===== config.mk =====
export PLATFORM = sky130hd
export DESIGN_NAME = reg_file
export DESIGN_NICKNAME = d
export VERILOG_FILES = /design/src/rtl/reg_file.sv
export SDC_FILE = /design/constraint.sdc
export NUM_CORES = 2
export LEC_CHECK = 0
export BUFFER_PORTS_ARGS = -buffer_cell sky130_fd_sc_hd__buf_2
export CORE_UTILIZATION = 42
export DETAILED_ROUTE_END_ITERATION = 8
export PLACE_DENSITY = 0.69
export SETUP_SLACK_MARGIN = 0.3
export SYNTH_ARGS = -nofsm -noshare
export SYNTH_HDL_FRONTEND = slang
export SYNTH_SLANG_ARGS = --single-unit
export TNS_END_PERCENT = 1

===== constraint.sdc =====
create_clock -name CLK -period 84.6 [get_ports CLK]
set_input_delay 8.46 -clock CLK [delete_from_list [all_inputs] [get_ports CLK]]
set_output_delay 8.46 -clock CLK [all_outputs]
set_load 0.05 [all_outputs]

===== src/rtl/reg_file.sv =====
// General-purpose register file: two combinational read ports, one synchronous
// write port, register 0 hardwired to zero, asynchronous active-high clear.
module reg_file #(
  parameter int reg_word_width = 32,
  parameter int reg_addr_width = 5
) (
  input  logic                      CLK,
  input  logic                      RST,
  input  logic [reg_addr_width-1:0] READ_REG1_i,
  input  logic [reg_addr_width-1:0] READ_REG2_i,
  output logic [reg_word_width-1:0] READ_DATA1_o,
  output logic [reg_word_width-1:0] READ_DATA2_o,
  input  logic [reg_addr_width-1:0] WRITE_REG_i,
  input  logic [reg_word_width-1:0] WRITE_DATA_i,
  input  logic                      WRITE_EN_i
);

  localparam int N = 2 ** reg_addr_width;

  // Storage starts at index 1; register 0 is a constant, not a flop.
  logic [reg_word_width-1:0] regs [1:N-1];
  logic [reg_word_width-1:0] reg0;

  assign reg0 = '0;

  always_ff @(posedge CLK or posedge RST) begin
    if (RST) begin
      for (int i = 1; i < N; i++) begin
        regs[i] <= '0;
      end
    end else if (WRITE_EN_i && (WRITE_REG_i != '0)) begin
      regs[WRITE_REG_i] <= WRITE_DATA_i;
    end
  end

  // No write-to-read bypass: a same-address read shows the new value only after the edge.
  always_comb begin
    READ_DATA1_o = reg0;
    READ_DATA2_o = reg0;
    if (READ_REG1_i != '0) READ_DATA1_o = regs[READ_REG1_i];
    if (READ_REG2_i != '0) READ_DATA2_o = regs[READ_REG2_i];
  end

endmodule


==> Word-level counts from Yosys, hierarchy flattened <==
Index checks and enable logic that the tools add are counted.
Widths: inputs -> output; s select.
{ "classes": {"magnitude_cmp": 4, "mux": 11, "bitwise_logic": 3, "reduce_logical": 5} }
{ "op_table": {"columns": ["operator", "count"], "rows": [
  ["$bwmux 992", 1],
  ["$bmux 32 s5", 2],
  ["$mux 32", 7],
  ["$demux 32 s5", 1],
  ["$ge 6x6->1 const B", 3],
  ["$not 5->6", 3],
  ["$reduce_bool 5->1", 3],
  ["$lt 6x1->1 const B", 1],
  ["$logic_and 1x1->1", 2]
]} }
{ "totals": {"regBits": 992, "inputBits": 50, "output_inout_bits": 64, "wordCells": 54} }

==> Longest topological paths before layout <==
{ "depth": {"word_depth": 6, "ltp_mapped": 8, "mapped_depth_nobuf": 4} }

==> Worst setup path after synthesis <==
OpenSTA, ideal clock, no wires.
{ "synth_path": {"path_kind": "input -> output", "from": "in READ_REG2_i[2]", "to": "out READ_DATA2_o[31]", "arrival_time_ns": 10.878, "required_time_ns": 76.140, "slack_ns": 65.262, "cell_stages": 6, "path_buffers": 4, "path_cell_list": "buf_2 -> buf_4 -> buf_6 -> buf_4 -> o2111a_1 -> nor4_1"} }
{ "synth_between": {"elab_chain_len": 5, "word_cells_on_any_way": 6, "cone_classes": "mux: 4; bitwise: 1; reduce/logical: 1"} }
{ "synth_lines": {"columns": ["element", "line_no", "text"], "rows": [
  ["from (decl)", "10", "input logic [reg_addr_width-1:0] READ_REG2_i,"],
  ["$not 5->6 (not written as such)", "41", "if (READ_REG2_i != '0) READ_DATA2_o = regs[READ_REG2_i];"],
  ["$bmux 32 s5", "41", null],
  ["$mux 32 (not written as such) (2 in series)", "41", null],
  ["$mux 32 *", "41", null],
  ["to (decl)", "12", "output logic [reg_word_width-1:0] READ_DATA2_o,"]
]} }
Every way passes the cells marked *; elsewhere a longest branch is shown, timed or not. The select of a mux whose other input is x is not followed.

==> Worst setup path in the final report <==
{ "layout_path": {"from": "in READ_REG1_i[0]", "to": "out READ_DATA1_o[29]"} }
{ "layout_between": {"elab_chain_len": 5, "word_cells_on_any_way": 6, "cone_classes": "mux: 4; bitwise: 1; reduce/logical: 1"} }
{ "layout_lines": {"columns": ["element", "line_no", "text"], "rows": [
  ["from (decl)", "9", "input logic [reg_addr_width-1:0] READ_REG1_i,"],
  ["$not 5->6 (not written as such)", "40", "if (READ_REG1_i != '0) READ_DATA1_o = regs[READ_REG1_i];"],
  ["$bmux 32 s5", "40", null],
  ["$mux 32 (not written as such) (2 in series)", "40", null],
  ["$mux 32 *", "40", null],
  ["to (decl)", "11", "output logic [reg_word_width-1:0] READ_DATA1_o,"]
]} }
Marks and branches as above.

==> metrics.txt <==
status=completed; total clock sinks=slightly below 1k; Req. time, crit path=between 70000 and 80000 ps; CTS tree=done; largest net degree at the start of global routing=around 180; RSZ-0062 raised after global routing=no; root buffer cell=clkbuf_16; Die Height=363 um; highest clock rate=between 40 and 50 MHz; vias in the first global route=38.3k; synthesized net count=about 4.4k; slowest cell delay on critical path=between 800 and 900 ps; drt total wl=182000 um; Synth Flop Type=dfrtp_1; dpl hpwl=about 100000 um; H-tree levels=3; post-synthesis async set-or-reset flop share=1.00; Via Count=38.8k; Synth Cell Area=approximately 55000 um^2; starting density of the core=0.426; synthesis-stage register bit count=992; CTS max path bufs=3; clock skew=0 ps; CP Launch Type=primary input; die area=between 100000 and 150000 um^2; final hold violation count=0; most used cell, CP=buf_4; P&R area growth vs syn=8.26%; critical-path cell list=buf_8, buf_4, buf_4, buf_4, mux2i_1, o22ai_1, nor4_1, a211oi_1, buf_2; WL per Instance=slightly above 30 um; routed vias/inst=roughly 6.4; Syn Inst Count=4356; Ports=114; clock slew at the register clock pins of the worst setup and hold paths=roughly 60 ps; pwr dens=between 20 and 25 nW/um^2; post_cts resized=0; total CTS buffers=100; sequential share of the synthesized area=0.455; max reg flops=roughly 1000; setup_tns=0 ps; Post-synth EDFFs=0; Antenna Nets Post-Route=0; synth top area cells=dfrtp_1 (45%), mux2_2 (21%), mux2i_1 (14%), mux4_2 (2.6%), o22ai_1 (2.2%); Unique masters post-synth=40; Largest regs=regs (992); GP Congestion=~0.85; Reg2Reg Capture Point=regs[1]$_DFFE_PP0P_; remaining global-route overflow=0; Rows=between 100 and 150; wire length of the first global-routing pass=roughly 270000 um; DR iter-0 viols=between 4k and 5k; Hold Path End=regs[576]$_DFFE_PP0P_; top cell type's share of synthesized area=0.455; GRT Resource Usage Total=0.274; Setup Crit Path Kind=primary input to output port; Max Cap Viol=0; Slew Viols, Final=0; fin crit period=~21000 ps; dpl cell area=between 50000 and 60000 um^2; die width=363 um; nets=between 4k and 5k; Relative slew margins=0.218; Worst setup EP type=output port; layout cells sized above 1=0.362; Pleak=between 0.02 and 0.03 uW; worst hold path type=register to register; most common cell after layout, fill and taps aside=mux2_2; actual slew at the worst max-slew pin=1170 ps; Worst EP arrival=about 13000 ps; R2R depth=1; hold path start=regs[576]$_DFFE_PP0P_; maximum VDD drop=a little over 0.02 mV; cell taking the most area after synthesis=dfrtp_1; initial antenna violation count=29; Worst R2R Start=regs[1]$_DFFE_PP0P_; Setup Buffers After CTS=0; Fillers=between 10k and 15k; Hold Buf Count CTS=0; endpoints failing setup=0; Layout Utilization=0.461; most frequent cells in the layout=mux2_2 (1030), dfrtp_1 (992), mux2i_1 (768), o22ai_1 (194), nand2_1 (129); worst skew pair latency=between 700 and 800 ps; reg2reg setup slack=roughly 84000 ps; Mapped Avg Cell Area=between 10 and 15 um^2; # DRC=0; fin crit share=0.253; CP max FO=74; IO Port Bufs=approximately 110; Core Region=128000 um^2; largest reg by FF count=regs; first drt pass iteration count=5; Crit-path slowest cell=buf_4; hold path cells=1; warnings from Yosys=0; Final Instance Area=just under 60000 um^2
-- synthesized netlist by cell type (26+ instances only) --
cell	number
nor3_1	67
a211oi_2	51
mux2_1	30
nand3_1	68
buf_2	142
mux4_2	62
nand2b_1	70
buf_4	79
nand4_1	62
nor2_1	129
dfrtp_1	992
mux2_2	1030
buf_6	26
a221o_1	62
nand2_1	146
o22ai_1	194
nor4_1	64
clkbuf_1	171
mux2i_1	768
a22oi_1	64
-- worst max-delay path, delay by kind of cell --
kind / cells / cell delay, ps
AO/OA/AOI/OAI: 2 / 660
buffers and inverters: 5 / 3320
multiplexers: 1 / 180
AND/OR/NAND/NOR: 1 / 90
-- cell families (layout without fill, tap and decap cells) --
group	count (synthesis)	count (layout)	synth area share
buf+inv	438	380	0.0440
flops	992	992	0.455
mux	1890	1890	0.385
compound gates	386	386	0.0563
other cells	0	10	0
simple gates	650	650	0.0602
-- layout make-up --
| cell class | instances | area (um^2) | share of cell area |
|---|---|---|---|
| repair buffers | 199 | 1300 | 0.0220 |
| clock buffers | 154 | 2970 | 0.0502 |
| diodes | 10 | 25.0 | 0.000423 |
| flip-flops and latches | 992 | 24800 | 0.420 |
| multi-input cells | 2926 | 27600 | 0.467 |
| clock inverters | 26 | 253 | 0.00427 |
| well taps | 1729 | 2160 | 0.0366 |
| inverters | 1 | 11.3 | 0.000190 |
-- how the worst max path moves through the flow --
stage / depth (start not counted) / startpoint / endpoint / slack [ps]
4_1_cts: 9 / READ_REG1_i[0] / READ_DATA1_o[29] / 63260
3_3_place_gp: 9 / READ_REG1_i[0] / READ_DATA1_o[29] / 63370
3_5_place_dp: 9 / READ_REG1_i[0] / READ_DATA1_o[29] / 63270
5_1_grt: 9 / READ_REG1_i[0] / READ_DATA1_o[29] / 63180
2_1_floorplan: 1 / RST / regs[0]$_DFFE_PP0P_ / 48230
6_report: 9 / READ_REG1_i[0] / READ_DATA1_o[29] / 63230
-- through the flow --
step | instances | setup WS [ps] | hold WS, ps | power, uW
detailed placement | 5847 | 63270 | 490 | 937
finish | 6037 | 63230 | 503 | 1380
CTS | 6027 | 63260 | 504 | 1380
global placement | 5847 | 63370 | 481 | 924
floorplan | 4356 | 48230 | 470 | 859
global route | 6032 | 63180 | 524 | 1440
-- power by group --
group / switching, uW / total [uW] / internal, uW
registers: 70.4 / 638 / 568
logic: 151 / 298 / 147
clock network: 196 / 446 / 250
total: 418 / 1380 / 964
-- per-layer routing --
layer	vias up	global-route usage	wire length, um
met5	-	0	107
met4	16	0.108	7260
met3	475	0.0770	18700
met2	1947	0.412	80300
met1	20364	0.372	75900
li1	15983	-	-
(Power assumes the default switching activity.)
